## src/rtl/alu_dp_gen.sv

```systemverilog
// Accumulator/B-register datapath with GPR file and handshaked output port.
// Optional carry-in opcodes (0xC/0xD) built only when ALU_DP_ADC_EN is defined.
module alu_dp_gen #(
  parameter int WIDTH = 4,
  parameter int NGPR  = 16
) (
  input  logic             clock,
  input  logic             reset,
  input  logic [WIDTH+3:0] instr,
  input  logic             instr_valid,
  output logic             instr_ready,
  input  logic [WIDTH-1:0] in_port,
  output logic             cflag,
  output logic [WIDTH-1:0] A_reg_out,
  output logic [WIDTH-1:0] B_reg_out,
  output logic [WIDTH-1:0] out_port,
  output logic             out_valid,
  input  logic             out_ack
);

  localparam int IW = (NGPR > 1) ? $clog2(NGPR) : 1;

  localparam logic [3:0] OP_MVA = 4'h0;
  localparam logic [3:0] OP_MVB = 4'h1;
  localparam logic [3:0] OP_ADA = 4'h2;
  localparam logic [3:0] OP_ADB = 4'h3;
  localparam logic [3:0] OP_BTA = 4'h4;
  localparam logic [3:0] OP_ATB = 4'h5;
  localparam logic [3:0] OP_INA = 4'h6;
  localparam logic [3:0] OP_INB = 4'h7;
  localparam logic [3:0] OP_OUI = 4'h8;
  localparam logic [3:0] OP_OUB = 4'h9;
  localparam logic [3:0] OP_ST  = 4'hA;
  localparam logic [3:0] OP_LD  = 4'hB;
`ifdef ALU_DP_ADC_EN
  localparam logic [3:0] OP_ACA = 4'hC;
  localparam logic [3:0] OP_ACB = 4'hD;
`endif

  logic [WIDTH-1:0] a_q, a_d;
  logic [WIDTH-1:0] b_q, b_d;
  logic [WIDTH-1:0] o_q, o_d;
  logic             c_q, c_d;
  logic             ov_q, ov_d;
  logic [WIDTH-1:0] gpr_q [NGPR];

  logic [3:0]       op;
  logic [WIDTH-1:0] imm;
  logic [WIDTH-1:0] src;
  logic [IW-1:0]    idx;
  logic [WIDTH:0]   sum;
  logic             acc;
  logic             arith;
  logic             wa, wb, wo;
  logic             st, ld;
`ifdef ALU_DP_ADC_EN
  logic             cin;
`endif

  assign op  = instr[WIDTH+3:WIDTH];
  assign imm = instr[WIDTH-1:0];
  assign idx = imm[IW-1:0];

  assign instr_ready = !ov_q || out_ack;
  assign acc         = instr_valid && instr_ready;

  always_comb begin
    src   = '0;
    arith = 1'b0;
    wa    = 1'b0;
    wb    = 1'b0;
    wo    = 1'b0;
    st    = 1'b0;
    ld    = 1'b0;
`ifdef ALU_DP_ADC_EN
    cin   = 1'b0;
`endif
    case (op)
      OP_MVA: begin arith = 1'b1; wa = 1'b1; end
      OP_MVB: begin arith = 1'b1; wb = 1'b1; end
      OP_ADA: begin arith = 1'b1; wa = 1'b1; src = a_q; end
      OP_ADB: begin arith = 1'b1; wb = 1'b1; src = b_q; end
      OP_BTA: begin arith = 1'b1; wa = 1'b1; src = b_q; end
      OP_ATB: begin arith = 1'b1; wb = 1'b1; src = a_q; end
      OP_INA: begin arith = 1'b1; wa = 1'b1; src = in_port; end
      OP_INB: begin arith = 1'b1; wb = 1'b1; src = in_port; end
      OP_OUI: begin arith = 1'b1; wo = 1'b1; end
      OP_OUB: begin arith = 1'b1; wo = 1'b1; src = b_q; end
      OP_ST:  st = 1'b1;
      OP_LD:  ld = 1'b1;
`ifdef ALU_DP_ADC_EN
      OP_ACA: begin
        arith = 1'b1; wa = 1'b1; src = a_q; cin = c_q;
      end
      OP_ACB: begin
        arith = 1'b1; wb = 1'b1; src = b_q; cin = c_q;
      end
`endif
      default: ;
    endcase
  end

`ifdef ALU_DP_ADC_EN
  assign sum = {1'b0, src} + {1'b0, imm}
             + {{WIDTH{1'b0}}, cin};
`else
  assign sum = {1'b0, src} + {1'b0, imm};
`endif

  always_comb begin
    a_d  = a_q;
    b_d  = b_q;
    c_d  = c_q;
    o_d  = o_q;
    ov_d = ov_q;
    if (acc) begin
      if (arith) c_d = sum[WIDTH];
      if (wa)    a_d = sum[WIDTH-1:0];
      if (wb)    b_d = sum[WIDTH-1:0];
      if (ld)    b_d = gpr_q[idx];
    end
    // A new OUT op wins over an acknowledge in the same cycle.
    if (acc && wo) begin
      o_d  = sum[WIDTH-1:0];
      ov_d = 1'b1;
    end else if (out_ack) begin
      ov_d = 1'b0;
    end
  end

  always_ff @(posedge clock) begin
    if (reset) begin
      a_q  <= '0;
      b_q  <= '0;
      o_q  <= '0;
      c_q  <= 1'b0;
      ov_q <= 1'b0;
      for (int i = 0; i < NGPR; i++) gpr_q[i] <= '0;
    end else begin
      a_q  <= a_d;
      b_q  <= b_d;
      o_q  <= o_d;
      c_q  <= c_d;
      ov_q <= ov_d;
      if (acc && st) gpr_q[idx] <= b_q;
    end
  end

  assign cflag     = c_q;
  assign A_reg_out = a_q;
  assign B_reg_out = b_q;
  assign out_port  = o_q;
  assign out_valid = ov_q;

endmodule
```

## config.mk

```make
export PLATFORM = sky130hd
export DESIGN_NAME = alu_dp_gen
export DESIGN_NICKNAME = d
export VERILOG_FILES = /design/src/rtl/alu_dp_gen.sv
export SDC_FILE = /design/constraint.sdc
export NUM_CORES = 1
export LEC_CHECK = 0
export CORE_MARGIN = 2
export CORE_UTILIZATION = 39
export DETAILED_ROUTE_END_ITERATION = 7
export GPL_TIMING_DRIVEN = 0
export PLACE_DENSITY_LB_ADDON = 0.1
export SETUP_SLACK_MARGIN = 0.02
export SLEW_MARGIN = 15
export SYNTH_ARGS = -nofsm -noshare
export SYNTH_HDL_FRONTEND = slang
export SYNTH_SLANG_ARGS = --single-unit
```

## constraint.sdc

```tcl
create_clock -name clock -period 2.4 [get_ports clock]
set_clock_uncertainty 0.05 [all_clocks]
set_input_delay 0.24 -clock clock [delete_from_list [all_inputs] [get_ports clock]]
set_output_delay 0.24 -clock clock [all_outputs]
set_load 0.01 [all_outputs]
```

Word-level counts from Yosys, hierarchy flattened. Memories as Yosys holds them, arrays and structs flattened. Cells that the tools add are included.

Bits in registers: 14. Bits in latches: 0. Memory bits (writable): 64. Memory bits (read-only): 0. Memories kept: 1.

Add/sub/neg operators: 1. Multipliers: 0. Divide/modulo/power cells: 0. $lt $le $gt $ge: 0. Eq/ne operators: 11. Shift operators: 0. Muxes and demuxes: 19. Bitwise logic cells: 0. Reductions and logical operators: 19.

Memory list: gpr_q (depth 16, bits a word 4, read ports 1, clocked after Yosys merged registers in 0, wr ports 16, RTL line 45) `logic [WIDTH-1:0] gpr_q [NGPR];`.

Operators with widths (number): $eq 4x3->1 const B (4); $eq 4x4->1 const B (4); $mux 4 (4); $mux 1 (14); $pmux 4 s3 (1); $reduce_or 4->1 (3); $reduce_or 10->1 (1); $eq 4x2->1 const B (2); $reduce_and 2->1 (3); $reduce_or 2->1 (3); $add 4x4->5 (1); $eq 4x1->1 const B (1); $logic_not 4->1 (1); $reduce_bool 2->1 (2); $logic_and 1x1->1 (3); $reduce_or 3->1 (1); $logic_not 1->1 (1); $logic_or 1x1->1 (1).

Logic depth before layout (Yosys ltp). Gate-level depths: netlist of the first run.

Word-level depth: 9. Gate-level depth with buffers: 11. Gate-level depth less buffers: 10.

Least setup slack after synthesis of the first run. OpenSTA, ideal clock, no wires.

Path kind: input to register. From: in instr[4]. To: reg b_q[2], in the netlist B_reg_out[2]. Library setup time: 117 ps. Arrival: 2292 ps. Required time: 2233 ps. Slack: -60 ps. Stages: 9. Buffers on the path: 1. Path through: clkbuf_1 > o22ai_1 > a22o_1 > a221o_1 > ha_1 > fa_1 > xor2_1 > nand2b_1 > a32o_1.

Word-level cells in the longest chain between the ends: 6.

Ends and longest elaborated chain: start, declared (RTL line 9) `input logic [WIDTH+3:0] instr,`; $eq 4x4->1, or another cell as far along (RTL line 78) `case (op)`; $reduce_or 3->1 (no source line) or $reduce_or 2->1 (tied branches); $pmux 4 s3 (RTL line 78); $add 4x4->5 (RTL line 107) `assign sum = {1'b0, src} + {1'b0, imm};`; $mux 4 (RTL line 119) `if (wb) b_d = sum[WIDTH-1:0];`; $mux 4 (RTL line 120) `if (ld) b_d = gpr_q[idx];`; end signal, assigned (RTL line 134) `b_q <= '0;`; end signal, assigned (RTL line 141) `b_q <= b_d;`; end, declared (RTL line 41) `logic [WIDTH-1:0] b_q, b_d;`.

Parallel ways exist; a longest one is shown, timed or not. The select of a mux whose other input is x is not followed. A chain may end at the register's enable or synchronous reset.

Worst setup path in the final report of the first run.
From: in instr[1]. To: reg b_q[0], in the netlist B_reg_out[0].

Word-level cells in the longest chain between the ends: 2.

Ends and longest elaborated chain (RTL line): $mem_v2 16x4; $mux 4 (120).

No other way between the ends.

==> reports/qor.txt, run 1 <==
Startpoint Class: input pin
final count of pins violating max slew: 0
global routing usage summed across all routing layers: 0.182
routed length on met2: 4.67 mm
number of cell rows: 37
synthesized net count: 350
worst hold start: instr[7]
max-cap violations: 0
cell types with the highest counts after synthesis: 69 x sky130_fd_sc_hd__and2_1, 64 x sky130_fd_sc_hd__edfxtp_1, 21 x sky130_fd_sc_hd__mux2_2
top-count cell post-synth: sky130_fd_sc_hd__and2_1
Final Instance Count excl. Fillers: 509
via count normalized by instance count: 5.35
maximum vdd ir drop: 0.000282 V
hold bufs inserted after CTS: 0
routability congestion estimate from global placement: 0.774
path category of the worst min-delay check: in -> reg
Cell variety after synth: 49
asr flop ratio synth: 0
area share of the largest cell type after synthesis: 0.463
Starting Density: 0.402
number of hold violations in the final report: 0
Die Span Y: 107 µm
Top Metal Used: met4
run status: completed
number of global-route vias before repair: 2839
worst slew slack as a fraction of its limit: 0.573
layout cell share with drive strength beyond 1: 0.239
synth warn: 0
TritonCTS clock tree: yes
Post-layout nets: 389
number of CTS-inserted buffers: 9
CP Data Required Time: 2590 ps
measured slew at the worst slew-check pin: 638 ps
Chip Width: 107 µm
number of enable-type register cells in the synthesized netlist: 64
detailed placer's ending HPWL: 7.20 mm
Leakage: 1.79 nW
number of instances in the synthesized netlist: 329
die footprint: 11500 µm²
detailed-routing wirelength on met1: 4.63 mm
number of cells on the worst hold path: 4
number of nets with antenna violations after detailed routing: 0
Max Buffers Root-to-Sink: 2
Max Clock Freq: 436 MHz
Pre-Repair DR Iteration Count: 7
total power per unit cell area: 601 nW/µm²
clock tree root driver cell: sky130_fd_sc_hd__clkbuf_8
antenna cell count: 0
endpoint arrival time on the critical path: 2490 ps
iteration-0 DRC count of the detailed router: 179
drt total wl: 9.80 mm
area grow syn2layout: 16.8%
Max H-tree Level: 3
number of buffers inserted by port buffering: 28
average cell area after synthesis: 12.6 µm²
first-pass GRT wire length: 15.6 mm
fraction of the cycle the final worst path needs: 0.957
routed wirelength normalized by instance count: 19.3 µm
crit path capture type: flip-flop
Mapped Area: 4150 µm²
critical path fanouts, max: 10
number of cells traversed by the worst register-to-register path: 6
post-CTS setup buffer count: 0
final critical path time including I/O delays and setup: 2300 ps
Clock Latency Late Sink: 350 ps
Yosys top cell by area: sky130_fd_sc_hd__edfxtp_1
top-level I/O count: 31
maximum number of pins on one net before global-route repair: 15
reg-to-reg setup timing slack: 210 ps
critical path type: in -> reg
end point of the worst hold path: A_reg_out[3]
critical register-to-register path startpoint: out_valid
global route total overflow: 0
Core Area: 10300 µm²
Post-Place Worst Slack: -584 ps
predominant post-synthesis flop cell: sky130_fd_sc_hd__edfxtp_1
final worst slack: 104 ps
setup violation total in the final timing report: 0
clk slew on worst S/H paths: 80 ps
setup repair after global routing missed its margin: true
number of flip-flops and latches in the synthesized netlist: 78
terminus of the critical flop-to-flop path: gpr_q[9][0]
cells taking the most area after synthesis: sky130_fd_sc_hd__edfxtp_1 46%, sky130_fd_sc_hd__and2_1 10%, sky130_fd_sc_hd__dfxtp_1 6.8%
number of antenna violations at the first check in global routing: 0
total vias in the final route: 2723
sequential cell area fraction in the yosys report: 0.531
number of sinks driven by the clock tree: 78
number of remaining DRC errors: 0
met3 routed WL: 361 µm
cell count after placement: 493
-- cell type report --
type	count	area, µm²
plain buffers	19	100
fillers	943	5480
multi-input cells	229	1880
inverters	3	11.3
clock inverters	6	86.3
well taps	136	170
repair buffers	28	270
flip-flops and latches	78	2200
clock buffers	10	128
-- layout by cell type (no fill, tap or decap), types with 5 or more instances in the layout --
| master | instances |
|---|---|
| sky130_fd_sc_hd__a21oi_1 | 7 |
| sky130_fd_sc_hd__and2_1 | 69 |
| sky130_fd_sc_hd__buf_2 | 6 |
| sky130_fd_sc_hd__clkbuf_1 | 10 |
| sky130_fd_sc_hd__clkbuf_8 | 9 |
| sky130_fd_sc_hd__clkdlybuf4s50_1 | 26 |
| sky130_fd_sc_hd__dfxtp_1 | 14 |
| sky130_fd_sc_hd__edfxtp_1 | 64 |
| sky130_fd_sc_hd__mux2_2 | 21 |
| sky130_fd_sc_hd__mux2i_1 | 7 |
| sky130_fd_sc_hd__nand2_1 | 7 |
| sky130_fd_sc_hd__nand2b_1 | 9 |
| sky130_fd_sc_hd__nor2_1 | 10 |
| sky130_fd_sc_hd__nor3_2 | 9 |
| sky130_fd_sc_hd__o211ai_1 | 5 |
| sky130_fd_sc_hd__o22ai_1 | 5 |
| sky130_fd_sc_hd__or2_2 | 16 |
-- worst max-delay path: stages --
cell and delay [ps]:
sky130_fd_sc_hd__clkdlybuf4s50_1 590, sky130_fd_sc_hd__buf_6 210, sky130_fd_sc_hd__buf_8 160, sky130_fd_sc_hd__mux2_1 340
sky130_fd_sc_hd__a222oi_1 480, sky130_fd_sc_hd__o211ai_1 180, sky130_fd_sc_hd__a32o_1 280
-- power breakdown --
| part | internal (mW) | switching, mW |
|---|---|---|
| sequential | 1.50 | 0.0260 |
| combinational | 0.134 | 0.171 |
| clock | 0.587 | 0.496 |
-- logic make-up after synthesis --
family	synth area share
buf+inv	0.0262
simple gates	0.236
compound gates	0.0808
fa+ha+maj	0.0169
xor+xnor	0.00211
flops	0.531
mux	0.107
-- stage by stage --
| stage | total power, mW | util | hold WS (ps) | cell area [µm²] | setup TNS [ps] |
|---|---|---|---|---|---|
| 6_report | 2.91 | 0.470 | 321 | 4850 | 0 |
| 3_3_place_gp | 1.86 | 0.446 | 406 | 4610 | -15090 |
| 2_1_floorplan | 1.74 | - | 431 | 4160 | 0 |
| 4_1_cts | 2.93 | 0.467 | 312 | 4820 | 0 |
| 5_1_grt | 3.01 | 0.470 | 343 | 4850 | -25.1 |
| 3_5_place_dp | 1.86 | 0.446 | 404 | 4610 | -17360 |
-- flip-flops by register name, summed over array words and instances, names as in the netlist --
signal     count
gpr_q         64
out_valid      1
cflag          1
B_reg_out      4
out_port       4
A_reg_out      4
-- how the worst max path moves through the flow --
stage / to / from / slack, ps
4_1_cts: gpr_q[2][1] / instr[1] / 7
5_1_grt: gpr_q[13][1] / out_ack / -6
3_5_place_dp: B_reg_out[2] / instr[5] / -580
2_1_floorplan: B_reg_out[2] / instr[7] / 40
3_3_place_gp: B_reg_out[2] / instr[5] / -580
6_report: B_reg_out[0] / instr[1] / 100
-- layer usage --
metal | vias to the layer above | GRT usage
li1 | 1302 | -
met1 | 1352 | 0.247
met2 | 54 | 0.300
met3 | 15 | 0.0304
met4 | 0 | 0.0538
met5 | - | 0
-- repair_timing --
action / CTS / global route
pin swaps: 0 / 1
setup endpoints to repair: 18 / 23
gates resized for setup: 3 / 10
(Power assumes the default switching activity.)
==> inputs of run 2 (changes only) <==
- TNS_END_PERCENT: unset -> 50
==> run 2 against run 1 <==
Compared with the run above: via count rose by 0.95%; clock power barely moved; final cell count did not move; wire length barely moved; register-to-register slack got worse by 20 ps; sequential share of layout area rose by 0.18 points; clock-buffer cell count did not move; first-iteration DRC count fell by 13%; die area did not move; critical path type unchanged; critical endpoint is now gpr_q[3][1]; largest power group unchanged.
==> reports/qor.txt, run 2 (synthesized netlist as in run 1, its figures left out) <==
number of hold violations in the final report: 0 (unchanged)
fraction of the cycle the final worst path needs: 0.984 (+0.0273)
Leakage: 1.78 nW (-0.52%)
path category of the worst min-delay check: in -> reg
number of antenna violations at the first check in global routing: 0 (unchanged)
global route total overflow: 0 (unchanged)
critical path fanouts, max: 10 (unchanged)
number of remaining DRC errors: 0 (unchanged)
Pre-Repair DR Iteration Count: 7 (unchanged)
Min Hold Slack: 321 ps (-0.847 ps)
area grow syn2layout: 16.4%
maximum vdd ir drop: 0.000282 V (-0.16%)
final count of pins violating max slew: 0 (unchanged)
worst slew slack as a fraction of its limit: 0.574 (about the same)
total chip power: 2.91 mW (about the same)
top-level I/O count: 31 (unchanged)
CP Data Required Time: 2410 ps (-180 ps)
Post-layout nets: 389 (unchanged)
clock tree root driver cell: sky130_fd_sc_hd__clkbuf_8
iteration-0 DRC count of the detailed router: 156 (-13%)
number of cell rows: 37 (unchanged)
setup violation total in the final timing report: 0 (unchanged)
routed wirelength normalized by instance count: 19.3 µm (about the same)
endpoint arrival time on the critical path: 2370 ps (-120 ps)
critical path type: in -> reg
die footprint: 11500 µm² (unchanged)
crit path capture type: flip-flop
Chip Width: 107 µm (unchanged)
clk slew on worst S/H paths: 80 ps (about the same)
Core Area: 10300 µm² (unchanged)
layout cell share with drive strength beyond 1: 0.236 (-0.00268)
routability congestion estimate from global placement: 0.774 (unchanged)
run status: completed
TritonCTS clock tree: yes
Post-Place Worst Slack: -584 ps (unchanged)
max-cap violations: 0 (unchanged)
global routing usage summed across all routing layers: 0.182 (unchanged)
final critical path time including I/O delays and setup: 2360 ps (+65.6 ps)
Starting Density: 0.402 (unchanged)
Max Buffers Root-to-Sink: 2 (unchanged)
setup repair after global routing missed its margin: true
total vias in the final route: 2749 (+0.95%)
number of sinks driven by the clock tree: 78 (unchanged)
total power per unit cell area: 603 nW/µm² (+0.32%)
measured slew at the worst slew-check pin: 638 ps (-0.478 ps)
maximum number of pins on one net before global-route repair: 15 (unchanged)
number of flip-flops in the largest register: 64 (unchanged)
first-pass GRT wire length: 15.6 mm (unchanged)
detailed placer's ending HPWL: 7.20 mm (unchanged)
Final Instance Count excl. Fillers: 509 (unchanged)
number of global-route vias before repair: 2839 (unchanged)
Startpoint Class: input pin
drt total wl: 9.80 mm (about the same)
commonest cells after routing, fill and taps aside: 69 x sky130_fd_sc_hd__and2_1, 64 x sky130_fd_sc_hd__edfxtp_1, 26 x sky130_fd_sc_hd__clkdlybuf4s50_1, 21 x sky130_fd_sc_hd__mux2_2, 16 x sky130_fd_sc_hd__or2_2
number of buffers inserted by port buffering: 28 (unchanged)
Max H-tree Level: 3 (unchanged)
number of CTS-inserted buffers: 9 (unchanged)
via count normalized by instance count: 5.40 (+0.95%)
final worst slack: 38.6 ps (-65.6 ps)
Largest Register: gpr_q
number of nets with antenna violations after detailed routing: 0 (unchanged)
Max Clock Freq: 423 MHz (-2.8%)
post-CTS setup buffer count: 0 (unchanged)
Clock Latency Late Sink: 350 ps (about the same)
final core utilization: 0.468 (-0.00182)
antenna cell count: 0 (unchanged)
Die Span Y: 107 µm (unchanged)
cell count after placement: 493 (unchanged)
commonest non-fill, non-tap cell in the layout: sky130_fd_sc_hd__and2_1
-- run 2: worst paths after layout --
kind,start,end,slack [ps],cells past startpoint
setup reg to reg,out_valid,gpr_q[12][1],190,6
hold / removal,instr[7],A_reg_out[3],320,4
setup / recovery,instr[1],gpr_q[3][1],40,6
hold reg to reg,out_port[3],out_port[3],420,2
-- run 2: stage by stage --
step	TNS [ps]	area, µm²
2_1_floorplan	0	4160
3_3_place_gp	-15090	4610
3_5_place_dp	-17360	4610
4_1_cts	0	4820
5_1_grt	-541	4830
6_report	0	4830
-- run 2: cell type report --
| cell class | count | area (µm²) |
|---|---|---|
| plain buffers | 19 | 98.8 |
| clock buffers | 10 | 128 |
| clock inverters | 6 | 86.3 |
| fillers | 949 | 5490 |
| inverters | 3 | 11.3 |
| multi-input cells | 229 | 1860 |
| flip-flops and latches | 78 | 2200 |
| well taps | 136 | 170 |
| repair buffers | 28 | 270 |
-- run 2: worst max-delay path: stages --
cell	delay [ps]
sky130_fd_sc_hd__clkdlybuf4s50_1	590
sky130_fd_sc_hd__buf_6	210
sky130_fd_sc_hd__buf_2	270
sky130_fd_sc_hd__nand2_1	290
sky130_fd_sc_hd__nor4_2	510
sky130_fd_sc_hd__or2_2	250
-- run 2: timing repair --
action                     in CTS  in global routing
pin swaps                       0                  1
hold buffers                    0                  0
setup endpoints to repair      18                 23
resized for setup               3                  6
-- run 2: where the power goes --
group / internal, mW / switching, mW / leakage (nW)
Combinational: 0.134 / 0.168 / 0.897
Clock: 0.586 / 0.497 / 0.107
Sequential: 1.50 / 0.0261 / 0.776
Total: 2.22 / 0.691 / 1.78
-- run 2: routing by layer --
layer | vias to the layer above | GRT usage | part of all wire | wire (µm)
met5 | - | 0 | 0 | 0
met4 | 0 | 0.0538 | 0.014 | 138
met3 | 16 | 0.0304 | 0.042 | 416
met2 | 63 | 0.300 | 0.48 | 4690
met1 | 1365 | 0.247 | 0.46 | 4550
li1 | 1305 | - | - | -
==> inputs of run 3 (changes only) <==
- PLACE_DENSITY: unset -> 0.7
- PLACE_DENSITY_LB_ADDON: 0.1 -> unset
- TNS_END_PERCENT: 50 -> unset
==> run 3 against run 2 <==
Compared with the run above: register-to-register slack about the same; non-clock buffer count did not move; power down 4.7%; die area unchanged; via count up 0.33%; critical path depth unchanged; clock power is 12% lower; wire length decreased by 10%; highest routed layer unchanged; flip-flop and latch count did not move.
==> reports/qor.txt, run 3 (synthesized netlist as in run 1, its figures left out) <==
cell count after placement: 493 (unchanged)
Post-Place Worst Slack: -570 ps (+13.5 ps)
critical path type: in -> reg
Critical Path, Cell by Cell: clkdlybuf4s50_1 -> buf_6 -> buf_2 -> nand2_1 -> nor4_1 -> or2_2
Leakage: 1.76 nW (-1.0%)
global route total overflow: 0 (unchanged)
Worst Path Buf+Inv: 3 (unchanged)
Comb pwr share: 0.106 (+0.002)
internal power component: 2.11 mW (-4.9%)
total power per unit cell area: 579 nW/µm² (-4.1%)
global routing usage summed across all routing layers: 0.163 (-0.0189)
power share of the clock group: 0.344 (-0.028)
final worst slack: 87.5 ps (+48.9 ps)
setup violation total in the final timing report: 0 (unchanged)
number of sinks driven by the clock tree: 78 (unchanged)
number of remaining DRC errors: 0 (unchanged)
die footprint: 11500 µm² (unchanged)
path category of the worst min-delay check: in -> reg
Sw Share: 0.239 (+0.00196)
max-cap violations: 0 (unchanged)
Post-layout nets: 389 (unchanged)
endpoint arrival time on the critical path: 2330 ps (-40 ps)
top-level I/O count: 31 (unchanged)
sequential share of power: 0.550 (+0.026)
clock tree root driver cell: sky130_fd_sc_hd__clkbuf_8
iteration-0 DRC count of the detailed router: 160 (+2.6%)
CP Data Required Time: 2420 ps (about the same)
number of antenna violations at the first check in global routing: 0 (unchanged)
antenna cell count: 0 (unchanged)
routability congestion estimate from global placement: 0.960 (+24%)
total vias in the final route: 2758 (+0.33%)
Final Instance Count excl. Fillers: 509 (unchanged)
detailed placer's ending HPWL: 6.50 mm (-9.7%)
slowest cell delay on critical path: 570 ps (-20 ps)
Storage cell area: 2200 µm² (unchanged)
number of global-route vias before repair: 2739 (-3.5%)
Core Area: 10300 µm² (unchanged)
Startpoint Class: input pin
maximum number of pins on one net before global-route repair: 14 (-1)
run status: completed
Chip Width: 107 µm (unchanged)
Largest Register: gpr_q
measured slew at the worst slew-check pin: 695 ps (+56.8 ps)
first-pass GRT wire length: 14.1 mm (-9.6%)
total of cells resized after clock tree synthesis: 2 (-1)
number of flip-flops in the largest register: 64 (unchanged)
drt total wl: 8.81 mm (-10%)
maximum vdd ir drop: 0.000329 V (+17%)
final count of pins violating max slew: 0 (unchanged)
critical path's top delay family: simple AND/OR/NAND/NOR gates
critical path fanouts, max: 10 (unchanged)
Switch Pwr: 0.664 mW (-3.9%)
Pre-Repair DR Iteration Count: 5 (-2)
commonest cells after routing, fill and taps aside: 69 x sky130_fd_sc_hd__and2_1, 64 x sky130_fd_sc_hd__edfxtp_1, 26 x sky130_fd_sc_hd__clkdlybuf4s50_1, 21 x sky130_fd_sc_hd__mux2_2, 16 x sky130_fd_sc_hd__or2_2
Max Clock Freq: 432 MHz (+2.1%)
Max Buffers Root-to-Sink: 2 (unchanged)
layout cell share with drive strength beyond 1: 0.228 (-0.00804)
crit path capture type: flip-flop
TritonCTS clock tree: yes
number of nets with antenna violations after detailed routing: 0 (unchanged)
worst slew slack as a fraction of its limit: 0.533 (-0.0410)
area grow syn2layout: 15.6%
post-CTS setup buffer count: 0 (unchanged)
Die Span Y: 107 µm (unchanged)
hold bufs inserted after CTS: 0 (unchanged)
slowest stage cell, crit path: sky130_fd_sc_hd__clkdlybuf4s50_1
Clock Latency Late Sink: 360 ps (about the same)
routed wirelength normalized by instance count: 17.3 µm (-10%)
clk slew on worst S/H paths: 80 ps (about the same)
fraction of the cycle the final worst path needs: 0.964 (-0.0204)
number of filler cells placed in the layout: 936 (-1.4%)
number of buffers inserted by port buffering: 28 (unchanged)
Max H-tree Level: 3 (unchanged)
area taken by multi-input logic gates: 1850 µm² (-0.67%)
number of cell rows: 37 (unchanged)
setup repair after global routing missed its margin: true
Starting Density: 0.402 (unchanged)
final core utilization: 0.465 (-0.00303)
commonest non-fill, non-tap cell in the layout: sky130_fd_sc_hd__and2_1
number of hold violations in the final report: 0 (unchanged)
via count normalized by instance count: 5.42 (+0.33%)
final critical path time including I/O delays and setup: 2310 ps (-48.9 ps)
number of CTS-inserted buffers: 9 (unchanged)
[run 3: changes by cell type in the layout (fill, tap and decap cells not counted)]
cell,before,now
sky130_fd_sc_hd__inv_6,1,0
sky130_fd_sc_hd__nor4_1,0,2
sky130_fd_sc_hd__clkinvlp_4,1,3
sky130_fd_sc_hd__buf_1,0,1
sky130_fd_sc_hd__nor4_2,6,4
sky130_fd_sc_hd__clkbuf_1,11,10
sky130_fd_sc_hd__clkbuf_2,3,2
sky130_fd_sc_hd__bufinv_16,2,1
sky130_fd_sc_hd__clkdlybuf4s15_1,0,1
[run 3: final cells by class]
cell class / count / share of cell area
sequential: 78 / 0.459
multi-input combinational: 229 / 0.386
timing repair buffer: 28 / 0.0574
tap: 136 / 0.0355
clock buffer: 10 / 0.0266
buffer: 19 / 0.0206
clock inverter: 6 / 0.0130
inverter: 3 / 0.00235
[run 3: tightest hold or removal path, stage by stage]
cell,delay [ps]
sky130_fd_sc_hd__buf_2,170
sky130_fd_sc_hd__nor4b_2,110
sky130_fd_sc_hd__nand3_1,80
sky130_fd_sc_hd__a21oi_1,60
[run 3: path summary, 6_finish.rpt]
| check | slack, ps | cells after the start | endpoint | from |
|---|---|---|---|---|
| setup / recovery | 90 | 6 | gpr_q[2][2] | instr[1] |
| hold / removal | 300 | 4 | A_reg_out[3] | instr[7] |
| setup reg to reg | 180 | 5 | gpr_q[2][2] | out_valid |
| hold reg to reg | 420 | 2 | out_port[3] | out_port[3] |
[run 3: through the flow]
stage | cell area [µm²] | hold WS [ps] | power, mW | TNS [ps]
finish | 4800 | 296 | 2.78 | 0
global route | 4800 | 338 | 2.87 | -506
CTS | 4790 | 284 | 2.79 | 0
detailed placement | 4610 | 406 | 1.85 | -11800
global placement | 4610 | 402 | 1.85 | -10220
floorplan | 4160 | 431 | 1.74 | 0
[run 3: per-layer routing]
layer | part of all wire | global-route usage | wire length [µm] | vias up
met5 | 0 | 0 | 0 | -
met4 | 0.025 | 0.0631 | 223 | 0
met3 | 0.046 | 0.0401 | 401 | 18
met2 | 0.47 | 0.259 | 4160 | 68
met1 | 0.46 | 0.215 | 4030 | 1366
li1 | - | - | - | 1306
[run 3: power by group through the flow]
stage	clock (mW)	sequential [mW]	combinational (mW)
after floorplan	0	1.55	0.188
after global placement	0	1.56	0.290
after detailed placement	0	1.56	0.294
after CTS	0.972	1.53	0.294
after global routing	1.02	1.53	0.319
final	0.955	1.53	0.294
